--- config.mk ---
export PLATFORM = sky130hd
export DESIGN_NAME = hazard_control_unit_flat
export DESIGN_NICKNAME = d
export VERILOG_FILES = /design/src/rtl/hazard_control_if.sv /design/src/rtl/hazard_control_unit.sv /design/src/flat_wrapper.sv
export SDC_FILE = /design/constraint.sdc
export NUM_CORES = 1
export LEC_CHECK = 0
export CORE_MARGIN = 3
export CORE_UTILIZATION = 35
export CTS_CLUSTER_DIAMETER = 100
export CTS_CLUSTER_SIZE = 14
export DETAILED_ROUTE_END_ITERATION = 8
export PLACE_DENSITY = 0.67
export SLEW_MARGIN = 20
export SYNTH_ARGS = -nofsm -noshare
export SYNTH_HDL_FRONTEND = slang
export SYNTH_SLANG_ARGS = --single-unit
--- constraint.sdc ---
create_clock -name clk -period 2.1 [get_ports clk]
set_clock_uncertainty 0.15 [all_clocks]
set_input_delay 0.21 -clock clk [delete_from_list [all_inputs] [get_ports clk]]
set_output_delay 0.21 -clock clk [all_outputs]
set_load 0.1 [all_outputs]
--- src/rtl/hazard_control_if.sv ---
// hazard_control_if: ID/EX hazard inputs and stall/flush controls of the pipeline sequencer
interface hazard_control_if #(parameter int REG_SIZE = 5, parameter int CNT_WIDTH = 32);
  logic [REG_SIZE-1:0]  id_rs;
  logic [REG_SIZE-1:0]  id_rt;
  logic                 id_uses_rs;
  logic                 id_uses_rt;
  logic                 ex_mem_read;
  logic [REG_SIZE-1:0]  ex_rt;
  logic                 branch_taken;
  logic                 multi_start;
  logic                 pc_write;
  logic                 if_id_write;
  logic                 if_id_flush;
  logic                 id_ex_write;
  logic                 id_ex_bubble;
  logic                 ex_mem_bubble;
  logic                 busy;
  logic                 multi_done;
  logic [CNT_WIDTH-1:0] stall_cycles;
  modport master (
    output id_rs, id_rt, id_uses_rs, id_uses_rt, ex_mem_read, ex_rt, branch_taken, multi_start,
    input  pc_write, if_id_write, if_id_flush, id_ex_write, id_ex_bubble, ex_mem_bubble, busy,
           multi_done, stall_cycles
  );
  modport slave (
    input  id_rs, id_rt, id_uses_rs, id_uses_rt, ex_mem_read, ex_rt, branch_taken, multi_start,
    output pc_write, if_id_write, if_id_flush, id_ex_write, id_ex_bubble, ex_mem_bubble, busy,
           multi_done, stall_cycles
  );
endinterface

--- src/rtl/hazard_control_unit.sv ---
// hazard_control_unit: load-use stall, branch flush and multi-cycle EX freeze with a saturating stall counter
module hazard_control_unit #(
  parameter int REG_SIZE      = 5,
  parameter int MULTI_LATENCY = 4,
  parameter int CNT_WIDTH     = 32
) (
  input logic clk,
  input logic rst,
  hazard_control_if.slave hif
);
  localparam int MW = $clog2(MULTI_LATENCY);
  typedef enum logic {RUN, MULTI} state_t;
  state_t               state_q, state_d;
  logic [MW-1:0]        mcnt_q, mcnt_d;
  logic [CNT_WIDTH-1:0] cnt_q, cnt_d;
  logic                 multi, lu, br, ms, lus, frz;
  always_comb begin
    multi = state_q == MULTI;
    lu    = hif.ex_mem_read && hif.ex_rt != REG_SIZE'(0) &&
            ((hif.id_uses_rs && hif.id_rs == hif.ex_rt) || (hif.id_uses_rt && hif.id_rt == hif.ex_rt));
    br    = !multi && hif.branch_taken;
    ms    = !multi && !hif.branch_taken && hif.multi_start;
    lus   = !multi && !hif.branch_taken && !hif.multi_start && lu;
    frz   = multi || ms;
    hif.pc_write      = !(frz || lus);
    hif.if_id_write   = !(frz || lus);
    hif.id_ex_write   = !frz;
    hif.if_id_flush   = br;
    hif.id_ex_bubble  = br || lus;
    hif.ex_mem_bubble = frz;
    hif.busy          = multi;
    hif.multi_done    = multi && mcnt_q == '0;
    hif.stall_cycles  = cnt_q;
    state_d = ms ? MULTI : (hif.multi_done ? RUN : state_q);
    mcnt_d  = ms ? MW'(MULTI_LATENCY - 2) : (multi && mcnt_q != '0 ? mcnt_q - 1'b1 : mcnt_q);
    cnt_d   = !hif.pc_write && cnt_q != '1 ? cnt_q + 1'b1 : cnt_q;
  end
  always_ff @(posedge clk) begin
    if (rst) begin
      state_q <= RUN;
      mcnt_q  <= '0;
      cnt_q   <= '0;
    end else begin
      state_q <= state_d;
      mcnt_q  <= mcnt_d;
      cnt_q   <= cnt_d;
    end
  end
endmodule

--- src/flat_wrapper.sv ---
// flat-port wrapper written by rule: the top's interface ports become plain ports
module hazard_control_unit_flat 
#(
  parameter int REG_SIZE      = 5,
  parameter int MULTI_LATENCY = 4,
  parameter int CNT_WIDTH     = 32
)
  (clk, rst, hif_id_rs, hif_id_rt, hif_id_uses_rs, hif_id_uses_rt, hif_ex_mem_read, hif_ex_rt, hif_branch_taken, hif_multi_start, hif_pc_write, hif_if_id_write, hif_if_id_flush, hif_id_ex_write, hif_id_ex_bubble, hif_ex_mem_bubble, hif_busy, hif_multi_done, hif_stall_cycles);
  hazard_control_if #(.REG_SIZE(REG_SIZE), .CNT_WIDTH(CNT_WIDTH)) hif_i ();
  input logic clk;
  input logic rst;
  input wire logic [$bits(hif_i.id_rs)-1:0] hif_id_rs;
  input wire logic [$bits(hif_i.id_rt)-1:0] hif_id_rt;
  input wire logic [$bits(hif_i.id_uses_rs)-1:0] hif_id_uses_rs;
  input wire logic [$bits(hif_i.id_uses_rt)-1:0] hif_id_uses_rt;
  input wire logic [$bits(hif_i.ex_mem_read)-1:0] hif_ex_mem_read;
  input wire logic [$bits(hif_i.ex_rt)-1:0] hif_ex_rt;
  input wire logic [$bits(hif_i.branch_taken)-1:0] hif_branch_taken;
  input wire logic [$bits(hif_i.multi_start)-1:0] hif_multi_start;
  output wire logic [$bits(hif_i.pc_write)-1:0] hif_pc_write;
  output wire logic [$bits(hif_i.if_id_write)-1:0] hif_if_id_write;
  output wire logic [$bits(hif_i.if_id_flush)-1:0] hif_if_id_flush;
  output wire logic [$bits(hif_i.id_ex_write)-1:0] hif_id_ex_write;
  output wire logic [$bits(hif_i.id_ex_bubble)-1:0] hif_id_ex_bubble;
  output wire logic [$bits(hif_i.ex_mem_bubble)-1:0] hif_ex_mem_bubble;
  output wire logic [$bits(hif_i.busy)-1:0] hif_busy;
  output wire logic [$bits(hif_i.multi_done)-1:0] hif_multi_done;
  output wire logic [$bits(hif_i.stall_cycles)-1:0] hif_stall_cycles;
  assign hif_i.id_rs = hif_id_rs;
  assign hif_i.id_rt = hif_id_rt;
  assign hif_i.id_uses_rs = hif_id_uses_rs;
  assign hif_i.id_uses_rt = hif_id_uses_rt;
  assign hif_i.ex_mem_read = hif_ex_mem_read;
  assign hif_i.ex_rt = hif_ex_rt;
  assign hif_i.branch_taken = hif_branch_taken;
  assign hif_i.multi_start = hif_multi_start;
  assign hif_pc_write = hif_i.pc_write;
  assign hif_if_id_write = hif_i.if_id_write;
  assign hif_if_id_flush = hif_i.if_id_flush;
  assign hif_id_ex_write = hif_i.id_ex_write;
  assign hif_id_ex_bubble = hif_i.id_ex_bubble;
  assign hif_ex_mem_bubble = hif_i.ex_mem_bubble;
  assign hif_busy = hif_i.busy;
  assign hif_multi_done = hif_i.multi_done;
  assign hif_stall_cycles = hif_i.stall_cycles;
  hazard_control_unit #(.REG_SIZE(REG_SIZE), .MULTI_LATENCY(MULTI_LATENCY), .CNT_WIDTH(CNT_WIDTH)) u_core (.clk(clk), .rst(rst), .hif(hif_i));
endmodule
==> results of run 1 <==
==> registers in the layout, indices dropped and copies added (netlist names) <==
signal and flops:
u_core.hif.stall_cycles 32, u_core.hif.busy 1, u_core.mcnt_q 2
==> critical path: stages <==
cell and delay, ns:
buf_6 0.10, xor2_2 0.17, nor4_2 0.26, a32oi_1 0.14, o31a_2 0.35, buf_8 0.14, buf_12 0.11, buf_6 0.11
buf_12 0.15
==> power by group <==
part,switching (mW),internal (mW)
logic,0.263,0.178
registers,0.0104,0.648
clock network,0.252,0.307
==> routing by layer <==
metal | vias up | GRT usage [%]
li1 | 988 | -
met1 | 927 | 22.0
met2 | 63 | 27.0
met3 | 7 | 4.06
met4 | 0 | 6.25
met5 | - | 0
==> cell type report <==
type                            count  area (um^2)  share of cell area [%]
Clock inverter                      1         6.26                   0.186
Multi-Input combinational cell    175         1400                    41.6
Tap cell                           70         87.6                    2.60
Inverter                            5         18.8                   0.557
Sequential cell                    35          800                    23.7
Timing Repair Buffer              102          957                    28.4
Clock buffer                        7         97.6                    2.90
==> how the worst max path moves through the flow <==
stage | end | slack [ns]
2_1_floorplan | hif_pc_write | -0.17
3_3_place_gp | u_core.hif.stall_cycles[12] | -0.59
3_5_place_dp | u_core.hif.stall_cycles[12] | -0.62
4_1_cts | hif_if_id_write | 0.006
5_1_grt | u_core.hif.stall_cycles[14] | -0.03
6_report | hif_if_id_write | 0.01
==> metrics by stage <==
stage	std cells	setup slack, ns	hold slack [ns]	instance area (um^2)
after detailed placement	377	-0.621	0.311	3070
after floorplan	229	-0.171	0.287	2240
after CTS	392	0.00559	0.328	3240
final	395	0.0134	0.330	3370
after global placement	377	-0.595	0.306	3070
after global routing	395	-0.0343	0.340	3370
==> cell usage after synthesis, types with 4 or more instances <==
library cell	instances
nor2_1	35
a21oi_1	5
and2_1	4
xnor2_1	30
and3_1	8
dfxtp_1	35
nand2_1	13
nor3_1	13
inv_1	5
xor2_1	8
buf_2	4
nand4_1	8
nand3_1	8
and4_1	6
nor4_2	7
clkbuf_1	5
==> timing repair <==
| action | in CTS | in global routing |
|---|---|---|
| resized for setup | 62 | 16 |
| pin swaps | 12 | 10 |
| setup buffers | 7 | 2 |
| setup endpoints to repair | 35 | 17 |
| cloned | 0 | 1 |
| hold endpoints to repair | 0 | 0 |
==> cells by family (layout without fill, tap and decap cells) <==
| group | after synthesis | after routing | synth area share, % |
|---|---|---|---|
| simple gates | 120 | 120 | 36.4 |
| flops | 35 | 35 | 35.2 |
| mux | 1 | 1 | 0.566 |
| xor+xnor | 38 | 38 | 16.7 |
| buf+inv | 19 | 115 | 5.41 |
| fa+ha+maj | 2 | 2 | 1.26 |
| compound gates | 14 | 14 | 4.46 |
==> flow_metrics.tcl, run 1 <==
set metrics [dict create \
    status "complete, no violations" \
    tightest_slew_ns 0.439 \
    power.leakage_nw 1.25 \
    cts_hold_buf 0 \
    cts.sinks 35 \
    clk_latency_ns 0.29 \
    synth-edff-count 0 \
    dr_wl_met2_um 2520 \
    die_area_um2 6630 \
    antennaDiodeCount 0 \
    setup_tns_ns 0 \
    slew_headroom_pct 70.7 \
    drcViolationCount 0 \
    worstSetupPathType "input port to output pin" \
    whs_endpoint "u_core.mcnt_q[0]" \
    drt_iter0_drc 100 \
    path_clk_slew_ns 0.07 \
    netlist_area_um2 1990 \
    synth_cell_types 38 \
    firstDrtPassIters 4 \
    avgSynthCellArea_um2 8.69 \
    setup_violations 0 \
    hp-class "register to register" \
    ys_warn_count 0 \
    chipHeight_um 81.4 \
    cts_buffer_depth 2 \
    synth.largest_area_cell "dfxtp_1" \
    syn_nets 253 \
    drv_slew 0 \
    routedWlPerCell_um 13.7 \
    place_congestion 0.812 \
    rsz0062_at_grt "yes" \
    syn_inst 229 \
    end_kind "output pin" \
    fin_crit_ns 2.09 \
    synth_ff_type "dfxtp_1" \
    cp.required_ns 1.74 \
    grt_max_degree 15 \
    power.density_nw_per_um2 492 \
    place_hpwl_um 4060 \
    highest_layer "met4" \
    wl_met1_um 2420 \
    ys_ff_latch 35 \
    reg2reg_to "u_core.hif.stall_cycles[31]" \
    cts_tree "yes" \
    worst_ir_drop_vdd_v 0.000308 \
    root_buffer "clkbuf_8" \
    async_reset_ff_share_pct 0 \
    final_util_pct 63.5 \
    io_buffers 61 \
    critPathArrivalTime_ns 1.73 \
    wl_um 5410 \
    crit_start "hif_id_rt[0]" \
    drive_gt1_share_pct 51.7 \
    grt_usage_pct 16.9 \
    start_kind "input port" \
    timing.fmax_mhz 479 \
    cap_violations 0 \
    via_per_inst 5.03 \
    synthToLayoutAreaGrowth_pct 69.2 \
    grt_overflow_total 0 \
    antenna_found_initial 0 \
    reg2reg_from "u_core.hif.stall_cycles[1]" \
    nNetsFinal 348 \
    hold_viol 0 \
    cts.htree.levels 2 \
    final_common_cell "buf_4" \
    period_share_pct 99.4 \
    grt_pass1_vias 1899 \
    grt_pass1_wl_um 8800 \
    via_count 1985 \
    synthTopCellsByArea "dfxtp_1 (35%), xnor2_1 (13%), nor2_1 (6.6%)" \
    cts_buffers 5 \
    whs_path_depth 1 \
    design.portCount 62 \
    antenna_left 0 \
    r2r_cells 8 \
    die_w_um 81.4 \
    rrSetupSlack_ns 0.06 \
    num_rows 26 \
    start_util_pct 37.5 \
    synth_top_area_share_pct 35.2 \
    ys_seq_area_share_pct 35.2 \
    hold_path_startpoint "u_core.mcnt_q[0]" \
    met3_length_um 384 \
    fillers 458 \
    p_total_mw 1.66 \
    final_cell_mix "buf_4 (68), nor2_1 (34), xnor2_1 (30)" \
    critPathMaxFanout 2 \
    core_area_um2 5300 \
]
(Power assumes the default switching activity.)
==> run 2, diff against run 1 <==
--- a/config.mk
+++ b/config.mk
@@ -10,7 +10,7 @@
 export CTS_CLUSTER_DIAMETER = 100
 export CTS_CLUSTER_SIZE = 14
 export DETAILED_ROUTE_END_ITERATION = 8
-export PLACE_DENSITY = 0.67
+export PLACE_DENSITY = 0.65
 export SLEW_MARGIN = 20
 export SYNTH_ARGS = -nofsm -noshare
 export SYNTH_HDL_FRONTEND = slang
==> constraint.sdc (replaced) <==
create_clock -name clk -period 2.25 [get_ports clk]
set_clock_uncertainty 0.15 [all_clocks]
set_input_delay 0.225 -clock clk [delete_from_list [all_inputs] [get_ports clk]]
set_output_delay 0.225 -clock clk [all_outputs]
set_load 0.1 [all_outputs]
==> flow_metrics.tcl, run 2 (synthesized netlist as in run 1, its figures left out) <==
set metrics [dict create \
    end_kind "output pin" \
    nNetsFinal 329 \
    grt_pass1_vias 1724 \
    final_cell_mix "buf_4 (50), nor2_1 (35), xnor2_1 (30)" \
    place_ws_ns -0.507 \
    place_congestion 0.769 \
    drv_slew 0 \
    cts_buffer_depth 2 \
    cts_tree "yes" \
    r2r_cells 8 \
    netSwitchingFraction_pct 31.8 \
    cts_buffers 5 \
    design_area_um2 3050 \
    cp.required_ns 1.88 \
    start_util_pct 37.5 \
    place_hpwl_um 3720 \
    final_common_cell "buf_4" \
    reg2reg_from "u_core.hif.stall_cycles[0]" \
    antennaDiodeCount 0 \
    critPathArrivalTime_ns 1.82 \
    io_buffers 61 \
    path_clk_slew_ns 0.07 \
    chipHeight_um 81.4 \
    core_area_um2 5300 \
    grt_max_degree 22 \
    cts.sinks 35 \
    grt_overflow_total 0 \
    via_count 1855 \
    pwr-share-comb_pct 25.8 \
    power.density_nw_per_um2 462 \
    grt_usage_pct 15.3 \
    die_area_um2 6630 \
    synthToLayoutAreaGrowth_pct 53.4 \
    cts_hold_buf 0 \
    antenna_left 0 \
    period_share_pct 97.4 \
    num_rows 26 \
    hold_viol 0 \
    drcViolationCount 0 \
    clk_latency_ns 0.28 \
    root_buffer "clkbuf_8" \
    clkPwrFrac_pct 30.3 \
    worstSetupPathType "input port to output pin" \
    seqPwrFrac_pct 43.9 \
    firstDrtPassIters 4 \
    antenna_found_initial 0 \
    whs_path_depth 1 \
    drive_gt1_share_pct 42.5 \
    crit_start "hif_ex_rt[3]" \
    critPathMaxFanout 3 \
    cts.htree.levels 2 \
    cap_violations 0 \
    placed_area_um2 2870 \
    dp_cells 363 \
    fin_crit_ns 2.19 \
    die_w_um 81.4 \
    drt_iter0_drc 20 \
    timing.fmax_mhz 456 \
    tightest_slew_ns 0.356 \
    hold_path_startpoint "u_core.mcnt_q[0]" \
    switching_power_uw 449 \
    slew_headroom_pct 75.9 \
    status "complete, no violations" \
    rsz0062_at_grt "yes" \
    layout.cells.non_filler 376 \
    design.portCount 62 \
    grt_pass1_wl_um 7930 \
    wl_um 4830 \
    setup_ws_ns 0.0580 \
    power.leakage_nw 1.12 \
    start_kind "input port" \
    hp-class "register to register" \
    largest_reg_flops 32 \
    via_per_inst 4.93 \
    routedWlPerCell_um 12.8 \
    setup_violations 0 \
    worst_ir_drop_vdd_v 0.000210 \
    intPower_uw 962 \
]
run 2: area by class of cell:
type,count,area [um^2]
repair buffers,83,767
fillers,484,2250
clock inverters,1,5.00
inverters,5,18.8
well taps,70,87.6
clock buffers,7,76.3
multi-input cells,175,1300
flip-flops and latches,35,797
run 2: through the flow:
| step | total power [mW] | TNS, ns | util (%) | hold WS [ns] |
|---|---|---|---|---|
| 6_report | 1.41 | 0 | 57.6 | 0.327 |
| 5_1_grt | 1.48 | -0.00205 | 57.6 | 0.376 |
| 4_1_cts | 1.43 | 0 | 56.5 | 0.327 |
| 3_5_place_dp | 0.989 | -13.72 | 54.1 | 0.318 |
| 3_3_place_gp | 0.987 | -13.03 | 54.1 | 0.305 |
| 2_1_floorplan | 0.864 | -0.144 | - | 0.287 |
run 2: worst paths after layout:
check	end	slack [ns]
worst min register to register	u_core.mcnt_q[0]	0.33
worst max register to register	u_core.hif.stall_cycles[31]	0.07
worst min-delay path	u_core.mcnt_q[0]	0.33
worst max-delay path	hif_if_id_write	0.06
run 2: layer usage:
layer	track usage, %	vias up	wire length [um]
met2	24.9	55	2240
met4	5.07	0	69
li1	-	950	-
met5	0	-	0
met1	19.1	843	2160
met3	4.82	7	363
run 2: worst max-delay path, stage by stage:
cell           delay (ns)
dlygate4sd2_1        0.27
xor2_1               0.18
nor4_2               0.20
a32oi_1              0.15
o31a_2               0.36
buf_12               0.14
buf_6                0.12
buf_12               0.15
run 2: repair_timing:
action                                  CTS  global route
endpoints found under the setup margin   34            28
pin swaps                                 5             6
gates resized for setup                  21            16
cloned                                    1             0
hold endpoints to repair                  0             0
buffers inserted                          3             1
run 2: power groups by stage:
stage	Sequential, mW	Clock (mW)	Combinational (mW)
global placement	0.633	0	0.353
global route	0.620	0.479	0.383
CTS	0.619	0.449	0.364
detailed placement	0.633	0	0.355
finish	0.619	0.428	0.365
floorplan	0.675	0	0.189
